`src/rtl/ow_pkg.sv`:
```
// Shared 1-Wire definitions: FSM state encoding, CRC8 polynomial and default frame width.
package ow_pkg;

  typedef enum logic [1:0] {
    IDLE    = 2'd0,
    COLLECT = 2'd1,
    CHECK   = 2'd2
  } ow_state_t;

  localparam logic [7:0] OW_CRC8_POLY  = 8'h8C;
  localparam int         OW_FRAME_BITS = 64;

endpackage

```
`src/rtl/ow_frame_assembler_if.sv`:
```
// Bit-stream input and frame/byte result bundle between the sampler and the slave command logic.
interface ow_frame_assembler_if
  import ow_pkg::*;
#(
  parameter int FRAME_BITS = OW_FRAME_BITS
);

  // Handshake: i_bit_ready is a one-cycle strobe with no backpressure; i_bit_val is
  // meaningful only while i_bit_ready=1. o_byte_valid, o_frame_valid and o_frame_abort
  // are one-cycle pulses; their data outputs hold until the next update.
  logic                  i_presence_pulse;
  logic                  i_bit_val;
  logic                  i_bit_ready;
  logic [7:0]            o_byte;
  logic                  o_byte_valid;
  logic [FRAME_BITS-1:0] o_frame;
  logic                  o_frame_valid;
  logic                  o_crc_ok;
  logic                  o_frame_abort;
  logic                  o_busy;
  ow_state_t             dbg_state;

  modport slave (
    input  i_presence_pulse, i_bit_val, i_bit_ready,
    output o_byte, o_byte_valid, o_frame, o_frame_valid, o_crc_ok, o_frame_abort, o_busy,
    output dbg_state
  );

  modport master (
    output i_presence_pulse, i_bit_val, i_bit_ready,
    input  o_byte, o_byte_valid, o_frame, o_frame_valid, o_crc_ok, o_frame_abort, o_busy,
    input  dbg_state
  );

endinterface

```
`src/rtl/ow_crc8_step.sv`:
```
// Single-bit update of the reflected 1-Wire CRC8, shared by slave and master datapaths.
module ow_crc8_step
  import ow_pkg::*;
#(
  parameter logic [7:0] POLY = OW_CRC8_POLY
) (
  input  logic [7:0] crc_in,
  input  logic       bit_in,
  output logic [7:0] crc_out
);

  logic fb;

  assign fb      = crc_in[0] ^ bit_in;
  assign crc_out = (crc_in >> 1) ^ (fb ? POLY : 8'h00);

endmodule

```
`src/rtl/ow_frame_assembler.sv`:
```
// Assembles sampled 1-Wire bits LSB-first into bytes and a frame, with a running CRC8 check.
module ow_frame_assembler
  import ow_pkg::*;
#(
  parameter int         FRAME_BITS = OW_FRAME_BITS,
  parameter logic [7:0] CRC_POLY   = OW_CRC8_POLY
) (
  input  logic                  clk,
  input  logic                  reset,
  ow_frame_assembler_if.slave   bus
);

  localparam int IW = $clog2(FRAME_BITS);

  ow_state_t  state, state_nxt;
  logic       pres_q;
  logic       pres_rise;
  logic [6:0] bit_cnt;
  logic [7:0] byte_sr;
  logic [7:0] crc;
  logic [7:0] crc_next;
  logic       last_bit;

  assign pres_rise     = bus.i_presence_pulse & ~pres_q;
  assign last_bit      = (bit_cnt == 7'(FRAME_BITS - 1));
  assign bus.o_busy    = (state == COLLECT);
  assign bus.dbg_state = state;

  ow_crc8_step #(.POLY(CRC_POLY)) u_crc_step (
    .crc_in  (crc),
    .bit_in  (bus.i_bit_val),
    .crc_out (crc_next)
  );

  always_ff @(posedge clk) begin
    if (reset) state <= IDLE;
    else       state <= state_nxt;
  end

  always_comb begin
    state_nxt = state;
    case (state)
      IDLE:    if (pres_rise) state_nxt = COLLECT;
      COLLECT: if (!pres_rise && bus.i_bit_ready && last_bit) state_nxt = CHECK;
      CHECK:   state_nxt = IDLE;
      default: state_nxt = IDLE;
    endcase
  end

  always_ff @(posedge clk) begin
    if (reset) begin
      pres_q            <= 1'b0;
      bit_cnt           <= '0;
      byte_sr           <= '0;
      crc               <= '0;
      bus.o_byte        <= '0;
      bus.o_byte_valid  <= 1'b0;
      bus.o_frame       <= '0;
      bus.o_frame_valid <= 1'b0;
      bus.o_crc_ok      <= 1'b0;
      bus.o_frame_abort <= 1'b0;
    end else begin
      pres_q            <= bus.i_presence_pulse;
      bus.o_byte_valid  <= 1'b0;
      bus.o_frame_valid <= 1'b0;
      bus.o_frame_abort <= 1'b0;
      case (state)
        IDLE: begin
          if (pres_rise) begin
            bit_cnt      <= '0;
            byte_sr      <= '0;
            crc          <= '0;
            bus.o_crc_ok <= 1'b0;
          end
        end
        COLLECT: begin
          // A new presence edge restarts the frame and drops any bit strobed alongside it.
          if (pres_rise) begin
            bit_cnt           <= '0;
            byte_sr           <= '0;
            crc               <= '0;
            bus.o_crc_ok      <= 1'b0;
            bus.o_frame_abort <= 1'b1;
          end else if (bus.i_bit_ready) begin
            byte_sr                     <= {bus.i_bit_val, byte_sr[7:1]};
            bus.o_frame[bit_cnt[IW-1:0]] <= bus.i_bit_val;
            crc                         <= crc_next;
            bit_cnt                     <= last_bit ? 7'd0 : bit_cnt + 7'd1;
            if (bit_cnt[2:0] == 3'd7) begin
              bus.o_byte       <= {bus.i_bit_val, byte_sr[7:1]};
              bus.o_byte_valid <= 1'b1;
            end
          end
        end
        CHECK: begin
          // The trailing CRC byte is folded in, so a good frame leaves a zero remainder.
          bus.o_frame_valid <= 1'b1;
          bus.o_crc_ok      <= (crc == 8'h00);
        end
        default: ;
      endcase
    end
  end

endmodule

```
`src/flat_wrapper.sv`:
```
// flat-port wrapper written by rule: the top's interface ports become plain ports
module ow_frame_assembler_flat import ow_pkg::*;
#(
  parameter int         FRAME_BITS = OW_FRAME_BITS,
  parameter logic [7:0] CRC_POLY   = OW_CRC8_POLY
)
  (clk, reset, bus_i_presence_pulse, bus_i_bit_val, bus_i_bit_ready, bus_o_byte, bus_o_byte_valid, bus_o_frame, bus_o_frame_valid, bus_o_crc_ok, bus_o_frame_abort, bus_o_busy, bus_dbg_state);
  ow_frame_assembler_if #(.FRAME_BITS(FRAME_BITS)) bus_i ();
  input  logic clk;
  input  logic reset;
  input wire logic [$bits(bus_i.i_presence_pulse)-1:0] bus_i_presence_pulse;
  input wire logic [$bits(bus_i.i_bit_val)-1:0] bus_i_bit_val;
  input wire logic [$bits(bus_i.i_bit_ready)-1:0] bus_i_bit_ready;
  output wire logic [$bits(bus_i.o_byte)-1:0] bus_o_byte;
  output wire logic [$bits(bus_i.o_byte_valid)-1:0] bus_o_byte_valid;
  output wire logic [$bits(bus_i.o_frame)-1:0] bus_o_frame;
  output wire logic [$bits(bus_i.o_frame_valid)-1:0] bus_o_frame_valid;
  output wire logic [$bits(bus_i.o_crc_ok)-1:0] bus_o_crc_ok;
  output wire logic [$bits(bus_i.o_frame_abort)-1:0] bus_o_frame_abort;
  output wire logic [$bits(bus_i.o_busy)-1:0] bus_o_busy;
  output wire logic [$bits(bus_i.dbg_state)-1:0] bus_dbg_state;
  assign bus_i.i_presence_pulse = bus_i_presence_pulse;
  assign bus_i.i_bit_val = bus_i_bit_val;
  assign bus_i.i_bit_ready = bus_i_bit_ready;
  assign bus_o_byte = bus_i.o_byte;
  assign bus_o_byte_valid = bus_i.o_byte_valid;
  assign bus_o_frame = bus_i.o_frame;
  assign bus_o_frame_valid = bus_i.o_frame_valid;
  assign bus_o_crc_ok = bus_i.o_crc_ok;
  assign bus_o_frame_abort = bus_i.o_frame_abort;
  assign bus_o_busy = bus_i.o_busy;
  assign bus_dbg_state = bus_i.dbg_state;
  ow_frame_assembler #(.FRAME_BITS(FRAME_BITS), .CRC_POLY(CRC_POLY)) u_core (.clk(clk), .reset(reset), .bus(bus_i));
endmodule
```
`config.mk`:
```
export PLATFORM = sky130hd
export DESIGN_NAME = ow_frame_assembler_flat
export DESIGN_NICKNAME = d
export VERILOG_FILES = /design/src/rtl/ow_pkg.sv /design/src/rtl/ow_frame_assembler_if.sv /design/src/rtl/ow_crc8_step.sv /design/src/rtl/ow_frame_assembler.sv /design/src/flat_wrapper.sv
export SDC_FILE = /design/constraint.sdc
export NUM_CORES = 1
export LEC_CHECK = 0
export CORE_MARGIN = 3
export CORE_UTILIZATION = 55
export CTS_BUF_LIST = sky130_fd_sc_hd__clkbuf_16
export DETAILED_ROUTE_END_ITERATION = 6
export PLACE_DENSITY_LB_ADDON = 0.1
export SYNTH_ARGS = -nofsm -noshare
export SYNTH_HDL_FRONTEND = slang
export SYNTH_HIERARCHICAL = 1
export SYNTH_SLANG_ARGS = --single-unit
```
`constraint.sdc`:
```
create_clock -name clk -period 2.75 [get_ports clk]
set_input_delay 0.275 -clock clk [delete_from_list [all_inputs] [get_ports clk]]
set_output_delay 0.275 -clock clk [all_outputs]
set_load 0.02 [all_outputs]
```
==> results of run 1 <==
[where the power goes]
group | internal, W | leakage [nW] | switching, W
clock | 0.000715 | 0.139 | 0.000564
sequential | 0.00147 | 0.814 | 0.00000929
combinational | 0.0000394 | 1.05 | 0.000104
[routing by layer]
| metal | GRT usage [%] | vias up |
|---|---|---|
| met4 | 11.18 | 0 |
| met3 | 4.972 | 24 |
| li1 | - | 1889 |
| met2 | 38.08 | 157 |
| met1 | 35.00 | 1858 |
| met5 | 0 | - |
[layout by cell type (no fill, tap or decap), drive strengths merged, types with 2 or more instances in the layout]
master	Yosys	routed
a211oi	3	3
a21o	2	2
a21oi	59	59
and3	4	4
and3b	3	3
and4b	3	3
buf	27	11
clkbuf	29	9
clkdlybuf4s50	0	81
clkinvlp	0	3
dfxtp	101	101
ha	2	2
inv	3	6
mux2i	32	32
nand2	22	22
nand2b	3	3
nand3	55	55
nand3b	3	3
nand4	33	33
nor2	44	44
nor2b	2	2
nor3	5	5
nor3b	3	3
nor4	2	2
nor4bb	2	2
o21ai	40	40
or3	3	3
xnor2	6	6
xor3	2	2
[metrics by stage]
stage	std cells	power, W	hold slack [ns]	util (%)	setup slack, ns
6_report	655	0.002899	0.4257	72.39	0.5692
5_1_grt	655	0.002996	0.4701	72.39	0.4769
4_1_cts	655	0.002917	0.4247	72.39	0.5750
3_5_place_dp	639	0.001651	0.4625	68.33	0.5715
3_3_place_gp	639	0.001650	0.4514	68.33	0.6456
2_1_floorplan	504	0.001619	0.4032	-	1.103
[registers in the layout (all words and copies together) (netlist names), 2 cells and up]
| name | count |
|---|---|
| u_core/crc | 8 |
| u_core/bit_cnt | 7 |
| u_core/bus.o_byte | 8 |
| u_core/byte_sr | 7 |
| u_core/bus.o_frame | 64 |
| u_core/bus.dbg_state | 2 |
[worst max-delay path: cells and delay by family (launching register included)]
family                 cells  cell delay, ns
buffers and inverters      2            0.73
flip-flops                 1            0.58
AND/OR/NAND/NOR            1            0.26
[final cells by class]
type	count	area, sq um
fillers	577	2067
multi-input cells	344	2069
repair buffers	92	888.4
inverters	3	11.26
well taps	99	123.9
clock inverters	7	78.83
flip-flops and latches	101	2022
clock buffers	9	225.2
[cell families after synthesis]
family,Yosys count,synth area share (%)
AND/OR/NAND/NOR,193,23.81
buffers and inverters,59,6.545
flip-flops,101,46.18
AO/OA/AOI/OAI,108,13.09
XOR/XNOR,9,2.487
adder cells (fa/ha/maj),2,0.5715
multiplexers,32,7.316
[how the worst max path moves through the flow]
stage / cells past startpoint / start / endpoint / slack (ns)
after floorplan: 6 / u_core/bus.dbg_state[1]$_SDFFE_PP0P_ / u_core/bus.o_byte[7]$_SDFFE_PP0P_ / 1.10
after global placement: 5 / bus_i_bit_ready / u_core/bus.o_frame[44]$_SDFFE_PP0P_ / 0.65
after detailed placement: 5 / bus_i_bit_ready / u_core/bus.o_frame[60]$_SDFFE_PP0P_ / 0.57
after CTS: 3 / u_core/bus.dbg_state[1]$_SDFFE_PP0P_ / bus_o_busy / 0.57
after global routing: 3 / u_core/bus.dbg_state[1]$_SDFFE_PP0P_ / bus_o_busy / 0.48
final: 3 / u_core/bus.dbg_state[1]$_SDFFE_PP0P_ / bus_o_busy / 0.57
==> impl_results.md, run 1 <==
- R2r startpoint: u_core/bit_cnt[3]$_SDFFE_PP0P_
- CTS Buf Count: 9
- Routability cong.: 0.8751
- Post-synth ARST share: 0%
- Layout cells sized above 1: 6.655%
- Synth warn: 6
- Die Ht: 95.22 um
- Slew @ Worst Pin: 0.6341 ns
- Final antenna-violating net count: 0
- Crit share post-route: 79.30%
- Max Fclk: 0.4585 GHz
- Startpoint Class: register
- Die Span X: 95.22 um
- Post_cts resized: 0
- Diodes inserted: 0
- Mean post-synth cell area: 8.686 sq um
- Worst reg2reg path depth: 4
- Fin crit period: 2.181 ns
- Peak supply drop: 0.3178 mV
- Slew Limit Fails: 0
- Site row count: 31
- Wire length per cell: 16.88 um
- RSZ-0062 raised after global routing: no
- Post-synth EDFFs: 0
- Number of global-route vias before repair: 3,632
- Most frequent cell after synthesis: dfxtp_1
- CP Class: register to primary output
- Clock-pin slew of the registers on the worst-case setup and hold paths: 0.07 ns
- Post-CTS Setup Bufs: 0
- #FFs+latches synth: 101
- Skew final: 0.008046 ns
- Initial Util: 58.48%
- Worst path slowest cell: clkdlybuf4s50_1
- Post-synth top area share: 46.18%
- Root Buffer: clkbuf_16
- Placed inst area: 5115 sq um
- GRT Overall Usage: 25.26%
- Mapped cell area: 4378 sq um
- Drt drc: 0
- Mapped Cells: 504
- Main area contributors after synthesis: dfxtp_1 46%, mux2i_1 7.3%, a21oi_1 6.6%, nand3_1 6.3%, nand4_1 4.7%
- Num ports: 84
- Status: complete, no violations
- WHS Path Cells: 2
- Vias: 3,928
- Layout area overhead: 23.78%
- Total Negative Setup Slacks: 0 ns
- Clk Latency, worst-skew pair: 0.34 ns
- Sequential share of the synthesized area: 46.18%
- Full die area: 9067 sq um
- Total clock sinks: 101
- Iter 0 DRT Violations: 274
- Met1 Wirelength: 4.930 mm
- Largest net degree at the start of global routing: 41
- Pre-antenna DRT Iters: 5
- Relative slew slack: 57.54%
- Syn_nets: 511
- PortBufs: 83
- Yosys cell types: 44
- Initial antenna violation count: 0
- Worst path arrival time: 1.91 ns
- First-pass GRT wire length: 18.06 mm
- Max-cap violations: 0
- Design area: 5419 sq um
- Final setup fails: 0
- Worst reg2reg endpoint: u_core/bus.dbg_state[0]$_SDFFE_PP0P_
- Critical path peak fanout: 11
- Final Hold Fails: 0
- Critical path data required time: 2.48 ns
- Core area: 7486 sq um
- GRT overflow: 0
- Max clock buf depth: 2
- WL met2: 5.156 mm
- PD cells: 535.0 nW/um^2
- Crit-path cells: nand2b_4 > inv_1 > clkdlybuf4s50_1
- P_leak: 2.004 nW
- DP HPWL: 7.218 mm
- WL met3: 723 um
- Worst hold path class: primary input to register
- H-tree levels: 3
- Post-DR vias/cell: 5.997
- Cts hold-fix bufs: 0
- Hold Startpoint: reset
- List of most frequent post-synthesis cells: 101 x dfxtp_1, 58 x a21oi_1, 55 x nand3_1, 44 x nor2_1, 40 x o21ai_0
- R2r setup slk: 0.77 ns
- Post-synth top area cell: dfxtp_1
- DR top layer: met4
- Worst hold endpoint: u_core/bus.o_frame_valid$_SDFF_PP0_
- Synth Flop Type: dfxtp_1
- TritonCTS clock tree: yes
- Crit end category: primary output
- WL final: 11.06 mm
- Layout Nets: 558
- CP max stage delay: 0.59 ns
Power figures use the tool's default switching activity.
==> run 2, diff against run 1 <==
--- a/config.mk
+++ b/config.mk
@@ -6,7 +6,7 @@
 export NUM_CORES = 1
 export LEC_CHECK = 0
 export CORE_MARGIN = 3
-export CORE_UTILIZATION = 55
+export CORE_UTILIZATION = 47
 export CTS_BUF_LIST = sky130_fd_sc_hd__clkbuf_16
 export DETAILED_ROUTE_END_ITERATION = 6
 export PLACE_DENSITY_LB_ADDON = 0.1
==> constraint.sdc (replaced) <==
create_clock -name clk -period 1.85 [get_ports clk]
set_input_delay 0.185 -clock clk [delete_from_list [all_inputs] [get_ports clk]]
set_output_delay 0.185 -clock clk [all_outputs]
set_load 0.02 [all_outputs]
==> run 2 against run 1 <==
Compared with the run above: die area up 16%; sequential power up 48%; critical path depth up 3; combinational power up 76%; sequential share of layout area down 2.1 points; sequential cell count unchanged; wire length up 2.1%; first-iteration DRC count down 15%; total power up 56%; register-to-register slack worse by 0.66 ns; global-route usage down 3.2 points; non-clock buffer count up 32.
==> impl_results.md, run 2 (synthesized netlist as in run 1, its figures left out) <==
- Die Span X: 102.5 um (+7.7%)
- Design area: 5749 sq um (+6.1%)
- Footprint of the multi-input gates: 2074 sq um (+0.24%)
- Skew final: 0.005958 ns (-0.002088 ns)
- Post-CTS Setup Bufs: 0 (unchanged)
- Commonest non-fill, non-tap cell in the layout: dfxtp_1
- Iter 0 DRT Violations: 232 (-15%)
- P_leak: 2.216 nW (+11%)
- Switching Fraction: 20.90% (-2.5 points)
- Num ports: 84 (unchanged)
- Initial antenna violation count: 0 (unchanged)
- CP max stage delay: 0.41 ns (-0.18 ns)
- Final setup fails: 0 (unchanged)
- Crit share post-route: 94.03%
- Setup crit start: u_core/bit_cnt[2]$_SDFFE_PP0P_
- Startpoint Class: register
- Clock-pin slew of the registers on the worst-case setup and hold paths: 0.06 ns (about the same)
- Drt drc: 0 (unchanged)
- Psw: 0.0009438 W (+39%)
- Status: complete, no violations
- TritonCTS clock tree: yes
- Post-DR vias/cell: 5.627 (-6.2%)
- Clk Latency, worst-skew pair: 0.33 ns (about the same)
- Non-Filler Instances: 695 (+6.1%)
- Site row count: 34 (+9.7%)
- Diodes inserted: 0 (unchanged)
- Worst path slowest cell: dfxtp_1
- Layout Nets: 590 (+5.7%)
- Tot Pwr: 0.004516 W (+56%)
- Final Hold Fails: 0 (unchanged)
- Hold Startpoint: reset
- DP HPWL: 7.582 mm (+5.0%)
- Most flops, register: u_core/bus.o_frame
- Flop pwr share: 48.6% (-2.3 points)
- Most frequent cell on the critical path: buf_4
- GRT overflow: 0 (unchanged)
- Routability cong.: 0.8510 (-2.8%)
- Wire length per cell: 16.25 um (-3.7%)
- Final antenna-violating net count: 0 (unchanged)
- Fin crit period: 1.740 ns
- CP Class: register to register
- Number of global-route vias before repair: 3,648 (+0.44%)
- Crit-path cells: buf_4 > nor4bb_1 > nand3_1 > buf_4 > o21ai_0 > a21oi_1
- GRT Overall Usage: 22.04% (-3.2 points)
- WL final: 11.29 mm (+2.1%)
- Full die area: 10,510 sq um (+16%)
- Max clock buf depth: 2 (unchanged)
- PortBufs: 83 (unchanged)
- Layout cells sized above 1: 11.58% (+4.9 points)
- PD cells: 785.5 nW/um^2 (+47%)
- CTS Buf Count: 9 (unchanged)
- Relative slew slack: 57.64% (+0.10 points)
- Max FFs per register: 64 (unchanged)
- Dpl cells: 680 (+6.4%)
- Die Ht: 102.5 um (+7.7%)
- H-tree levels: 3 (unchanged)
- Internal Power: 0.003572 W (+61%)
- # fillers: 763 (+32%)
- R2r startpoint: u_core/bit_cnt[2]$_SDFFE_PP0P_
- Layout area overhead: 31.32%
- Most frequent cells in the layout: 101 x dfxtp_1, 80 x clkdlybuf4s50_1, 58 x a21oi_1
- Slew Limit Fails: 0 (unchanged)
- RSZ-0062 raised after global routing: no
- Combinational share of power: 5.6% (+0.7 points)
- First-pass GRT wire length: 18.33 mm (+1.5%)
- Total Negative Setup Slacks: 0 ns (unchanged)
- Biggest regs: u_core/bus.o_frame: 64 flops, u_core/bus.o_byte: 8 flops, u_core/crc: 8 flops
- Slew @ Worst Pin: 0.6319 ns (-0.002204 ns)
- Crit end category: register
- Largest net degree at the start of global routing: 68 (+66%)
- Pre-antenna DRT Iters: 4 (-1)
- Core area: 8891 sq um (+19%)
- Critical path peak fanout: 9 (-2)
- Vias: 3,911 (-0.43%)
- Hold slack: 0.2865 ns (-0.1391 ns)
- Initial Util: 49.24% (-9.2 points)
- Critical path data required time: 2.06 ns (-0.42 ns)
- Placed inst area: 5416 sq um (+5.9%)
- Max-cap violations: 0 (unchanged)
- Total clock sinks: 101 (unchanged)
- Storage cell area: 2022 sq um (unchanged)
- Peak supply drop: 0.3867 mV (+22%)
- Worst path arrival time: 1.95 ns (+0.04 ns)
- Clk network pwr share: 45.9% (+1.8 points)
- Worst hold path class: primary input to register
- Root Buffer: clkbuf_16
- Max Fclk: 0.5749 GHz
[run 2: layout make-up]
type,count,share of cell area (%)
clock inverter,6,1.806
clock buffer,9,3.917
tap,108,2.350
timing repair buffer,124,20.48
inverter,3,0.1959
sequential,101,35.17
multi-input combinational,344,36.08
[run 2: per-stage QoR]
step,setup slack (ns),util [%]
5_1_grt,0.003277,64.66
2_1_floorplan,0.2026,-
6_report,0.1105,64.66
4_1_cts,0.01959,64.61
3_5_place_dp,-0.1070,60.92
3_3_place_gp,-0.06526,60.92
[run 2: path summary, 6_finish.rpt]
path,endpoint,slack (ns),cells past startpoint
hold reg to reg,u_core/byte_sr[1]$_SDFFE_PP0P_,0.46,2
setup / recovery,u_core/bus.o_frame[42]$_SDFFE_PP0P_,0.11,6
setup reg to reg,u_core/bus.o_frame[42]$_SDFFE_PP0P_,0.11,6
hold / removal,u_core/bus.o_byte[3]$_SDFFE_PP0P_,0.29,2
[run 2: critical path, delay by kind of cell, from the launching register on]
| kind | cells | cell delay, ns |
|---|---|---|
| buf+inv | 2 | 0.39 |
| flops | 1 | 0.41 |
| compound gates | 2 | 0.31 |
| simple gates | 2 | 0.50 |
[run 2: power by group through the flow]
stage | Clock (W) | Combinational [W] | Sequential, W
global placement | 0 | 0.000249 | 0.00224
global route | 0.00221 | 0.000272 | 0.00219
finish | 0.00207 | 0.000252 | 0.00219
CTS | 0.00211 | 0.000251 | 0.00219
floorplan | 0 | 0.000165 | 0.00224
detailed placement | 0 | 0.000251 | 0.00224
[run 2: layer usage]
layer	up-vias	part of all wire (%)	routed length [um]	global-route usage [%]
met3	10	7.1	807	3.992
met2	116	45	5125	32.92
met4	0	1.1	123	6.761
met1	1842	46	5238	32.43
met5	-	0	0	0
li1	1943	-	-	-
[run 2: repair_timing]
| action | CTS | global route |
|---|---|---|
| setup endpoints to repair | 1 | 3 |
| hold endpoints to repair | 0 | 0 |
| cloned | 0 | 0 |
| hold buffers | 0 | 0 |
| resized for setup | 1 | 1 |
==> run 3, diff against run 2 <==
--- a/config.mk
+++ b/config.mk
@@ -9,6 +9,7 @@
 export CORE_UTILIZATION = 47
 export CTS_BUF_LIST = sky130_fd_sc_hd__clkbuf_16
 export DETAILED_ROUTE_END_ITERATION = 6
+export MAX_ROUTING_LAYER = met4
 export PLACE_DENSITY_LB_ADDON = 0.1
 export SYNTH_ARGS = -nofsm -noshare
 export SYNTH_HDL_FRONTEND = slang
==> run 3 against run 2 <==
Compared with the run above: fmax shrank 0.30%; final area unchanged; critical endpoint unchanged; worst setup slack got worse by 0.0052 ns; highest routed layer unchanged; register-to-register slack is essentially flat; via count increased by 0.26%; core utilization did not move.
==> impl_results.md, run 3 (synthesized netlist as in run 1, its figures left out) <==
- Status: complete, no violations
- Die Span X: 102.5 um (unchanged)
- Worst path arrival time: 1.96 ns (about the same)
- Pre-antenna DRT Iters: 5 (+1)
- Number of global-route vias before repair: 3,656 (+0.22%)
- Critical path peak fanout: 9 (unchanged)
- PortBufs: 83 (unchanged)
- Worst reg2reg endpoint: u_core/bus.o_frame[42]$_SDFFE_PP0P_
- Post-CTS Setup Bufs: 0 (unchanged)
- Largest net degree at the start of global routing: 68 (unchanged)
- CP max stage delay: 0.41 ns (about the same)
- Crit end category: register
- PD cells: 786.3 nW/um^2 (+0.11%)
- Commonest non-fill, non-tap cell in the layout: dfxtp_1
- First-pass GRT wire length: 18.35 mm (about the same)
- Vias: 3,921 (+0.26%)
- Total clock sinks: 101 (unchanged)
- Hold slack: 0.2834 ns (-0.003121 ns)
- Skew final: 0.005470 ns (-0.0004883 ns)
- GRT Overall Usage: 22.80% (+0.76 points)
- Wire length per cell: 16.43 um (+1.1%)
- WL final: 11.42 mm (+1.1%)
- WHS Path Cells: 2 (unchanged)
- Num ports: 84 (unchanged)
- Max Fclk: 0.5732 GHz (-0.30%)
- Crit-path cells: buf_4 > nor4bb_1 > nand3_1 > buf_4 > o21ai_0 > a21oi_1
- Buf+Inv Stages, Crit Path: 2 (unchanged)
- Peak supply drop: 0.3876 mV (+0.24%)
- Cts hold-fix bufs: 0 (unchanged)
- H-tree levels: 3 (unchanged)
- Fin crit period: 1.745 ns (+0.005185 ns)
- Biggest regs: u_core/bus.o_frame: 64 flops, u_core/bus.o_byte: 8 flops, u_core/crc: 8 flops
- Most frequent cells in the layout: 101 x dfxtp_1, 80 x clkdlybuf4s50_1, 58 x a21oi_1
- Worst reg2reg path depth: 6 (unchanged)
- RSZ-0062 raised after global routing: no
- Most frequent cell on the critical path: buf_4
- Initial antenna violation count: 0 (unchanged)
- Setup ws final: 0.1053 ns (-0.005185 ns)
- Relative slew slack: 56.77% (-0.87 points)
- Root Buffer: clkbuf_16
- Final setup fails: 0 (unchanged)
- Layout cells sized above 1: 11.58% (unchanged)
- Slew @ Worst Pin: 0.6449 ns (+0.01295 ns)
- R2r setup slk: 0.11 ns (about the same)
- Layout area overhead: 31.32% (unchanged)
- Layout Nets: 590 (unchanged)
- Critical path data required time: 2.07 ns (about the same)
- Most flops, register: u_core/bus.o_frame
- Slew Limit Fails: 0 (unchanged)
- CP Class: register to register
- Clock-pin slew of the registers on the worst-case setup and hold paths: 0.07 ns (about the same)
- GRT overflow: 0 (unchanged)
- Placed inst area: 5416 sq um (unchanged)
- CTS Buf Count: 9 (unchanged)
- Worst hold path class: primary input to register
- P_leak: 2.216 nW (unchanged)
- Setup WS pre-CTS: -0.1070 ns (unchanged)
- Die Ht: 102.5 um (unchanged)
- Diodes inserted: 0 (unchanged)
- Clk Latency, worst-skew pair: 0.33 ns (about the same)
- Full die area: 10,510 sq um (unchanged)
- Iter 0 DRT Violations: 253 (+9.1%)
- Drt drc: 0 (unchanged)
- R2r startpoint: u_core/bit_cnt[2]$_SDFFE_PP0P_
- Max FFs per register: 64 (unchanged)
- Worst path slowest cell: dfxtp_1
- Initial Util: 49.24% (unchanged)
- Design area: 5749 sq um (unchanged)
- Worst hold endpoint: u_core/bus.o_byte[3]$_SDFFE_PP0P_
- Core area: 8891 sq um (unchanged)
- TritonCTS clock tree: yes
- Crit share post-route: 94.31% (+0.28 points)
- Worst path top cell family by delay: simple AND/OR/NAND/NOR gates
- Final Hold Fails: 0 (unchanged)
- Hold Startpoint: reset
- Startpoint Class: register
- Post-DR vias/cell: 5.642 (+0.26%)
- Max-cap violations: 0 (unchanged)
- Site row count: 34 (unchanged)
- Final antenna-violating net count: 0 (unchanged)
- Max clock buf depth: 2 (unchanged)
- Routability cong.: 0.8644 (+1.6%)
- DP HPWL: 7.582 mm (unchanged)
[run 3: metal layers]
layer	track usage [%]	part of all wire, %	wire (um)	vias up
met4	7.366	0.74	85	0
met5	-	0	0	-
met3	3.586	6.4	734	7
met2	33.02	44	5075	117
li1	-	-	-	1940
met1	32.60	48	5522	1857
[run 3: what timing repair did]
item | 4_1_cts | 5_1_grt
endpoints found under the setup margin | 1 | 3
pin swaps | 0 | 0
resized for setup | 1 | 1
[run 3: power by group]
group          internal, W  total (W)  leakage, nW  switching, W
registers          0.00218    0.00219        0.814     0.0000106
logic            0.0000851   0.000253         1.24      0.000168
clock network      0.00130    0.00207        0.166      0.000770
[run 3: how the worst max path moves through the flow]
stage / startpoint / end / slack, ns / depth (start not counted)
after floorplan: u_core/bus.dbg_state[1]$_SDFFE_PP0P_ / u_core/bus.o_byte[7]$_SDFFE_PP0P_ / 0.20 / 6
after CTS: u_core/bit_cnt[4]$_SDFFE_PP0P_ / u_core/bus.o_frame[6]$_SDFFE_PP0P_ / 0.02 / 4
final: u_core/bit_cnt[2]$_SDFFE_PP0P_ / u_core/bus.o_frame[42]$_SDFFE_PP0P_ / 0.11 / 6
after detailed placement: bus_i_bit_ready / u_core/bus.o_byte[6]$_SDFFE_PP0P_ / -0.11 / 5
after global routing: u_core/bit_cnt[2]$_SDFFE_PP0P_ / u_core/bus.o_frame[42]$_SDFFE_PP0P_ / 0.003 / 6
after global placement: bus_i_bit_ready / u_core/bus.o_byte[3]$_SDFFE_PP0P_ / -0.07 / 5
[run 3: cell type report]
class                           instances  area [sq um]
Clock inverter                          6         103.9
Sequential cell                       101          2022
Timing Repair Buffer                  124          1177
Multi-Input combinational cell        344          2074
Fill cell                             763          3142
Tap cell                              108         135.1
Inverter                                3         11.26
Clock buffer                            9         225.2
[run 3: stage by stage]
stage	TNS (ns)	util [%]	instances	total power [W]
after floorplan	0	-	504	0.002407
after global routing	0	64.66	695	0.004677
final	0	64.66	695	0.004521
after detailed placement	-2.506	60.92	680	0.002493
after CTS	0	64.61	695	0.004557
after global placement	-0.6043	60.92	680	0.002491
